===== src/rtl/vectored_intr_ctrl.sv =====
// vectored_intr_ctrl: fixed-priority vectored interrupt controller with edge/level sources and per-source masking.
// Define VIC_NESTING_EN to let a higher-priority source preempt a service in progress.
module vectored_intr_ctrl #(
  parameter int unsigned      N_SRC      = 8,
  parameter logic [N_SRC-1:0] LEVEL_MASK = '0,
  parameter logic [31:0]      VEC_BASE   = 32'h0000_0008,
  parameter int unsigned      VEC_STRIDE = 8
) (
  input  logic             clock,
  input  logic             reset,
  input  logic [N_SRC-1:0] intr,
  input  logic             mask_we,
  input  logic [N_SRC-1:0] mask_wdata,
  output logic [N_SRC-1:0] mask,
  output logic [N_SRC-1:0] pending,
  output logic [N_SRC-1:0] in_service,
  output logic             irq,
  input  logic             ack,
  output logic [4:0]       id,
  output logic [31:0]      vector,
  input  logic             eoi
);
  typedef enum logic [1:0] {IDLE, REQ, SERVICE} state_t;
  state_t state_q, state_d;
  logic [N_SRC-1:0] intr_q, pend_q, pend_d, mask_q, isv_q, isv_d, elig, clr;
  logic [4:0] id_q, id_d, win, low_isv;
  logic [31:0] vec_q, vec_d;
  logic win_v, take;
  always_comb begin
    elig = pend_q & ~mask_q & ~isv_q;
    win = '0;
    win_v = 1'b0;
    low_isv = 5'd31;
    for (int i = int'(N_SRC) - 1; i >= 0; i--) begin
      if (elig[i]) begin
        win = 5'(i);
        win_v = 1'b1;
      end
      if (isv_q[i]) low_isv = 5'(i);
    end
    state_d = state_q;
    id_d = id_q;
    vec_d = vec_q;
    isv_d = isv_q;
    clr = '0;
    take = 1'b0;
    case (state_q)
      IDLE: take = win_v;
      REQ: if (ack) begin
        state_d = SERVICE;
        isv_d = isv_q | (N_SRC'(1) << id_q);
        clr = ~LEVEL_MASK & (N_SRC'(1) << id_q);
      end
      SERVICE: begin
        if (eoi) isv_d = isv_q & ~(N_SRC'(1) << low_isv);
        if (isv_d == '0) state_d = IDLE;
`ifdef VIC_NESTING_EN
        else take = win_v && (win < low_isv);
`endif
      end
      default: state_d = IDLE;
    endcase
    if (take) begin
      state_d = REQ;
      id_d = win;
      vec_d = VEC_BASE + 32'(win) * VEC_STRIDE;
    end
    // a fresh edge wins over the ack clear of the same bit
    pend_d = (LEVEL_MASK & intr) | (~LEVEL_MASK & ((pend_q & ~clr) | (intr & ~intr_q)));
  end
  always_ff @(posedge clock) begin
    if (reset) begin
      state_q <= IDLE;
      id_q <= '0;
      vec_q <= VEC_BASE;
      pend_q <= '0;
      isv_q <= '0;
      mask_q <= '0;
      intr_q <= '0;
    end else begin
      state_q <= state_d;
      id_q <= id_d;
      vec_q <= vec_d;
      pend_q <= pend_d;
      isv_q <= isv_d;
      mask_q <= mask_we ? mask_wdata : mask_q;
      intr_q <= intr;
    end
  end
  assign mask = mask_q;
  assign pending = pend_q;
  assign in_service = isv_q;
  assign irq = state_q == REQ;
  assign id = id_q;
  assign vector = vec_q;
endmodule


===== config.mk =====
export PLATFORM = sky130hd
export DESIGN_NAME = vectored_intr_ctrl
export DESIGN_NICKNAME = d
export VERILOG_FILES = /design/src/rtl/vectored_intr_ctrl.sv
export SDC_FILE = /design/constraint.sdc
export NUM_CORES = 1
export LEC_CHECK = 0
export ABC_AREA = 1
export CAP_MARGIN = 20
export CORE_AREA = 4 4 115 62
export DETAILED_ROUTE_END_ITERATION = 6
export DIE_AREA = 0 0 119 66
export GPL_TIMING_DRIVEN = 1
export HOLD_SLACK_MARGIN = 0.06
export PLACE_DENSITY = 0.69
export SETUP_SLACK_MARGIN = 0.5
export SYNTH_ARGS = -nofsm -noshare
export SYNTH_HDL_FRONTEND = slang
export SYNTH_SLANG_ARGS = --single-unit

===== constraint.sdc =====
create_clock -name clock -period 3.8 [get_ports clock]
set_clock_uncertainty 0.15 [all_clocks]
set_input_delay 0.76 -clock clock [delete_from_list [all_inputs] [get_ports clock]]
set_output_delay 0.76 -clock clock [all_outputs]
set_load 0.01 [all_outputs]

==> Word-level counts from Yosys, hierarchy flattened <==
Index checks and enable logic that the tools add are counted.
Widths: inputs -> output; s select.
{ "totals": {"input_bits": 21, "word_cells": 73, "regBits": 71, "out_inout_bits": 62} }
{ "classes": {"add_sub_neg": 1, "eq_ne": 7, "reduce_logical": 7, "muxes": 35, "shift": 2, "bitwise_logic": 13} }
{ "op_table": {"columns": ["operator", "count"], "rows": [
  ["$mux 5", 13],
  ["$and 8x8->8", 5],
  ["$mux 8", 5],
  ["$not 8->8", 5],
  ["$or 8x8->8", 2],
  ["$pmux 8 s2", 1],
  ["$shl 1x5->8 const A", 2],
  ["$mux 1", 10],
  ["$add 4x8->9 const A", 1],
  ["$mux 3", 3],
  ["$logic_not 8->1", 1],
  ["$pmux 2 s3", 1],
  ["$reduce_and 3->1", 2],
  ["$mux 2", 2],
  ["$ne 2x2->1 const B", 2],
  ["$ne 3x1->1 const B", 1],
  ["$ne 3x3->1 const B", 1],
  ["$eq 2x1->1 const B", 1],
  ["$eq 2x2->1 const B", 1],
  ["$logic_not 2->1", 1],
  ["$ne 2x1->1 const B", 1],
  ["$reduce_and 2->1", 1],
  ["$reduce_bool 2->1", 1],
  ["$reduce_or 2->1", 1],
  ["$not 1->1", 1]
]} }

==> Depth between registers and ports, before layout <==
Gate-level depths: netlist of the first run.
{ "logic_depth": {"ltp_word": 17, "ltp_mapped": 14, "mapped_depth_nobuf": 14} }

==> Worst setup path after synthesis of the first run <==
Ideal clock, no wire load.
{ "synth_path": {"path_kind": "input port to flip-flop", "startpoint": "in eoi", "endpoint": "reg state_q[1]", "path_buffers": 0, "setup_ns": 0.115, "slack_ns": 2.070, "stages": 9, "arrival_ns": 1.465, "required_time_ns": 3.535, "cell_sequence": "inv_1 nor2_2 nand4_2 nor2_1 nor2_2 nor2_1 nand2_1 nand2_1 a21oi_2"} }
{ "synth_via": {"elab_chain_len": 5} }
{ "synth_lines": {"columns": ["element", "line_no", "rtl"], "rows": [
  ["start, declared", "21", "input logic eoi"],
  ["$mux 8", "55", "if (eoi) isv_d = isv_q & ~(N_SRC'(1) << low_isv);"],
  ["$mux 8", "47", "case (state_q)"],
  ["$logic_not 8->1", "56", "if (isv_d == '0) state_d = IDLE;"],
  ["$ne 2x2->1 (no source line)", null, null],
  ["$reduce_and 3->1 (no source line)", null, null],
  ["end signal, assigned", "81", "state_q <= state_d;"],
  ["end, declared", "24", "state_t state_q, state_d;"]
]} }
No other way between the ends. The select of a mux whose other input is x is not followed.
A chain may end at the register's enable or synchronous reset.

==> Worst setup path after layout of the first run <==
{ "layout_path": {"startpoint": "reg state_q[0]", "endpoint": "out irq"} }
{ "layout_via": {"elab_chain_len": 1} }
{ "layout_lines": {"columns": ["element", "line_no", "rtl"], "rows": [
  ["$eq 2x1->1", "93", "assign irq = state_q == REQ;"],
  ["end, declared", "17", "output logic irq,"]
]} }
No other way between the ends.

==> results.json, run 1 <==
{
  "outcome": "finished, final reports clean",
  "worstPathRequired_ps": 2890,
  "grt_overflow_total": 0,
  "antenna_found_initial": 0,
  "syn_area_sq_mm": 0.00211,
  "yosysTopAreaCell": "dfxtp_1",
  "io_buffers": 52,
  "syn_inst": 301,
  "synth_top_area_frac": 0.389,
  "vias": 1958,
  "post-cts-setup-buffers": 0,
  "pwr_density_cell_mw_per_mm2": 488,
  "crit_path_max_fanout": 3,
  "multi_input_comb_area_sq_mm": 0.00103,
  "synth-seq-cells": 41,
  "clock_sinks": 41,
  "vdd_drop_max_uv": 199,
  "ys_async_sr_fraction": 0,
  "first_pass_iters": 4,
  "synth_edf_count": 0,
  "rows": 20,
  "ys_top_cells_by_area": "dfxtp_1 39%, buf_4 11%, nor2_1 9.4%",
  "initial_core_util": 0.350,
  "grt_start_max_net_pins": 26,
  "yosys_most_used_dff": "dfxtp_1",
  "grt_pass1_vias": 1741,
  "die_h_um": 66,
  "dp_hpwl_mm": 4.14,
  "antennaDiodeCount": 0,
  "slew_viol_final": 0,
  "cp.arrival_ps": 1450,
  "p_total_w": 0.00136,
  "final_nets": 378,
  "die-area_sq_mm": 0.00785,
  "hold_path.class": "flop to flop",
  "final.setup.tns_ps": 0,
  "h-tree-depth": 2,
  "final_common_cell": "nor2_1",
  "yosysSeqAreaShare": 0.389,
  "drc_errors": 0,
  "post-place-ws_ps": 1370,
  "via_per_inst": 4.40,
  "yosys_warnings": 0,
  "cts_tree": "built",
  "die_w_um": 119,
  "clock.fmax_mhz": 424,
  "grt.total_usage": 0.134,
  "setup_ws_ps": 1440,
  "fillers": 614,
  "path_clk_slew_ps": 60,
  "ff_latch_area_sq_um": 821,
  "final_layout_size_suffix_gt1_frac": 0.0924,
  "cp-start-kind": "flop",
  "syn2layout_area_growth_pct": 32.2,
  "setup_viol": 0,
  "avgSynthCellArea_sq_um": 7.01,
  "clk_latency_ps": 280,
  "rsz0062_at_grt": "no",
  "drv_cap": 0,
  "critPathMaxStageDelay_ps": 580,
  "clockRootBuffer": "clkbuf_16",
  "cts_made_buffers": 5,
  "path_cells": "inv_1 > nor2_1 > clkdlybuf4s50_1",
  "cts-resized-gates": 0,
  "hold_viol_final": 0,
  "ios": 83,
  "drtIter0Drc": 93,
  "layout_common_cells": "53 x nor2_1, 52 x clkdlybuf4s50_1, 47 x nand2_1",
  "drt_wl_total_mm": 5.21,
  "p_leak_nw": 1.24,
  "grt_pass1_wl_mm": 8.29,
  "final.period_utilization": 0.621,
  "post-route-min-period_ps": 2360,
  "place_congestion": 0.873,
  "antenna_left": 0,
  "ys_types": 31,
  "crit_type": "flop to output pin",
  "cp_slowest_cell": "clkdlybuf4s50_1",
  "fp.coreArea_sq_mm": 0.00603,
  "wl_per_cell_um": 11.7,
  "postLayoutCellArea_sq_mm": 0.00279,
  "hold_buffers": 0,
  "crit_path_end_kind": "output pin",
  "dpl_cell_area_sq_mm": 0.00262,
  "cts_buffer_depth": 2
}
==> report_power, final <==
part	leakage [nW]	total (W)	switching (W)	internal, W
clock	0.0841	0.000488	0.000160	0.000328
combinational	0.813	0.000357	0.000203	0.000155
sequential	0.339	0.000516	0.0000429	0.000473
==> critical path: cells and delay by family (launching register included) <==
family                 cells  cell delay, ps
buffers and inverters      2             630
DFF                        1             370
and+or+nand+nor            1             170
==> per-layer routing <==
layer | wire length (um) | track usage
met5 | 0 | 0
met2 | 2260 | 0.205
met1 | 2540 | 0.180
met3 | 296 | 0.0265
met4 | 116 | 0.0693
==> synth_stat cells, types with 2 or more instances <==
cell,n
o21ai_2,2
a21oi_1,21
o21ai_1,5
o22ai_1,3
o21ai_0,15
nand2_2,7
dfxtp_1,41
nand2_1,47
inv_1,28
clkbuf_1,3
nor2_1,53
nand3_1,8
inv_2,5
buf_4,30
nand4_1,2
nor2_2,5
nor3_1,12
==> area by class of cell <==
type	instances	area share
Multi-Input combinational cell	221	0.369
Clock inverter	1	0.0108
Sequential cell	41	0.294
Tap cell	88	0.0395
Inverter	34	0.0458
Clock buffer	7	0.0511
Timing Repair Buffer	53	0.189
==> metrics by stage <==
step                       util  hold slack [ps]  cells
after global routing      0.462              305    445
after detailed placement  0.434              268    437
after global placement    0.434              267    437
after floorplan               -              258    330
after CTS                 0.462              282    445
final                     0.462              281    445
==> flip-flops by register name, summed over array words and instances, names as in the netlist <==
name / count
in_service: 8
intr_q: 8
mask: 8
pending: 8
vector: 4
id: 3
state_q: 2
==> worst paths after layout <==
path                            slack, ps          to  cells past startpoint     startpoint
worst max-delay path                 1440         irq                      3     state_q[0]
worst min-delay path                  280  pending[5]                      1      intr_q[5]
worst max register to register       1810   vector[4]                     10  in_service[3]
worst min register to register        280  pending[5]                      1      intr_q[5]
==> kinds of logic after synthesis <==
family	after synthesis	share of synthesized area
xor+xnor	1	0.00415
compound gates	51	0.136
buf+inv	68	0.174
other cells	1	0.00178
simple gates	138	0.288
flops	41	0.389
fa+ha+maj	1	0.00593
Power figures use the tool's default switching activity.
==> run 2, diff against run 1 <==
--- a/config.mk
+++ b/config.mk
@@ -12,7 +12,7 @@
 export DIE_AREA = 0 0 119 66
 export GPL_TIMING_DRIVEN = 1
 export HOLD_SLACK_MARGIN = 0.06
-export PLACE_DENSITY = 0.69
+export PLACE_DENSITY = 0.71
 export SETUP_SLACK_MARGIN = 0.5
 export SYNTH_ARGS = -nofsm -noshare
 export SYNTH_HDL_FRONTEND = slang
==> constraint.sdc (replaced) <==
create_clock -name clock -period 2.1 [get_ports clock]
set_clock_uncertainty 0.15 [all_clocks]
set_input_delay 0.42 -clock clock [delete_from_list [all_inputs] [get_ports clock]]
set_output_delay 0.42 -clock clock [all_outputs]
set_load 0.01 [all_outputs]
==> run 2 against run 1 <==
  * Utilization rose by 4.5 points
  * Global-route usage rose by 0.58 points
  * Count of clock-buffer cells in the layout rose by 1
  * Combinational power rose by 110%
  * Sequential share of layout area fell by 1.6 points
  * Routed wire length rose by 11%
  * Sequential cell count did not move
  * Total power rose by 86%
  * Worst hold slack got worse by 6.3 ps
==> results.json, run 2 (same netlist as run 1, synthesis figures left out) <==
{
  "outcome": "finished, final reports clean",
  "slew_viol_final": 0,
  "final_nets": 398,
  "crit_path_end_kind": "flop",
  "final_common_cell": "nor2_1",
  "post-route-min-period_ps": 1700,
  "layout_common_cells": "47 x nor2_1, 43 x nand2_1, 31 x dlygate4sd2_1",
  "clockRootBuffer": "clkbuf_16",
  "final.period_utilization": 0.811,
  "drv_cap": 0,
  "clk_latency_ps": 280,
  "die_w_um": 119,
  "wl_per_cell_um": 12.4,
  "fp.coreArea_sq_mm": 0.00603,
  "via_per_inst": 4.49,
  "crit_family": "flip-flops",
  "rsz0062_at_grt": "yes",
  "drc_errors": 0,
  "crit_type": "flop to flop",
  "grt_pass1_vias": 1876,
  "cts_tree": "built",
  "vdd_drop_max_uv": 369,
  "rows": 20,
  "path_clk_slew_ps": 60,
  "io_buffers": 52,
  "first_pass_iters": 4,
  "cp-start-kind": "flop",
  "cts_buffer_depth": 2,
  "place_congestion": 0.918,
  "hold_viol_final": 0,
  "path_cells": "inv_4 > nand2_2 > o21ai_4 > a31oi_1 > nor2_1 > ha_2 > o21ai_2 > nor2_1",
  "critPathMaxStageDelay_ps": 370,
  "crit_path_max_fanout": 6,
  "die_h_um": 66,
  "grt.total_usage": 0.140,
  "worst_path_most_repeated_cell": "nor2_1",
  "grt_pass1_wl_mm": 8.91,
  "initial_core_util": 0.350,
  "p_leak_nw": 1.47,
  "dp_hpwl_mm": 4.01,
  "final_cells": 465,
  "worstPathRequired_ps": 2130,
  "drt_wl_total_mm": 5.77,
  "postLayoutCellArea_sq_mm": 0.00306,
  "final.setup.tns_ps": 0,
  "syn2layout_area_growth_pct": 45.1,
  "cts_made_buffers": 5,
  "ios": 83,
  "cp_slowest_cell": "dfxtp_4",
  "vias": 2088,
  "cp.arrival_ps": 1730,
  "die-area_sq_mm": 0.00785,
  "dp_cells": 438,
  "hold_path.class": "flop to flop",
  "final_layout_size_suffix_gt1_frac": 0.239,
  "clock_sinks": 41,
  "dpl_cell_area_sq_mm": 0.00263,
  "grt_start_max_net_pins": 25,
  "clock.fmax_mhz": 587,
  "antenna_found_initial": 0,
  "grt_overflow_total": 0,
  "drtIter0Drc": 85,
  "antennaDiodeCount": 0,
  "h-tree-depth": 2,
  "pwr_density_cell_mw_per_mm2": 828,
  "worst-path-buf-inv": 1,
  "setup_viol": 0,
  "antenna_left": 0
}
[run 2: cell count changes in the layout (fill, tap and decap cells not counted), sizes merged]
| cell | change |
|---|---|
| clkinvlp | +2 |
| buf | +20 |
| clkinv | -1 |
| clkbuf | +1 |
| inv | -1 |
| dlygate4sd2 | +31 |
| clkdlybuf4s15 | +2 |
| clkdlybuf4s50 | -33 |
| bufinv | -1 |
[run 2: final cells by class]
cell class                      instances  area [sq um]
Multi-Input combinational cell        221          1150
Tap cell                               88           110
Sequential cell                        41           851
Inverter                               34           140
Clock buffer                            8           168
Fill cell                             571          2970
Timing Repair Buffer                   73           643
[run 2: path summary, 6_finish.rpt]
check | from | to | slack, ps | depth (start not counted)
max | in_service[3] | vector[4] | 400 | 8
min | intr_q[5] | pending[5] | 270 | 1
max reg2reg | in_service[3] | vector[4] | 400 | 8
min reg2reg | intr_q[5] | pending[5] | 270 | 1
[run 2: power by group]
| part | switching, W | internal [W] |
|---|---|---|
| Combinational | 0.000434 | 0.000317 |
| Clock | 0.000300 | 0.000546 |
| Sequential | 0.0000786 | 0.000859 |
[run 2: metal layers]
metal	vias up	share of wire	wire (um)	track usage
li1	1048	-	-	-
met1	962	0.44	2560	0.188
met2	67	0.48	2760	0.230
met3	11	0.058	337	0.0248
met4	0	0.020	118	0.0447
met5	-	0	0	0
[run 2: repair_timing]
item                                    4_1_cts  5_1_grt
buffers inserted                             10        9
hold buffers                                  0        0
pin swaps                                     7        7
endpoints found under the setup margin       38       22
resized for setup                            57       29
[run 2: through the flow]
step | setup WS [ps] | total power [W] | util | hold WS [ps]
final | 396 | 0.00253 | 0.507 | 274
after global routing | 319 | 0.00267 | 0.507 | 282
after CTS | 359 | 0.00245 | 0.479 | 275
after detailed placement | 125 | 0.00159 | 0.437 | 264
after global placement | 157 | 0.00159 | 0.437 | 263
after floorplan | 495 | 0.00137 | - | 258
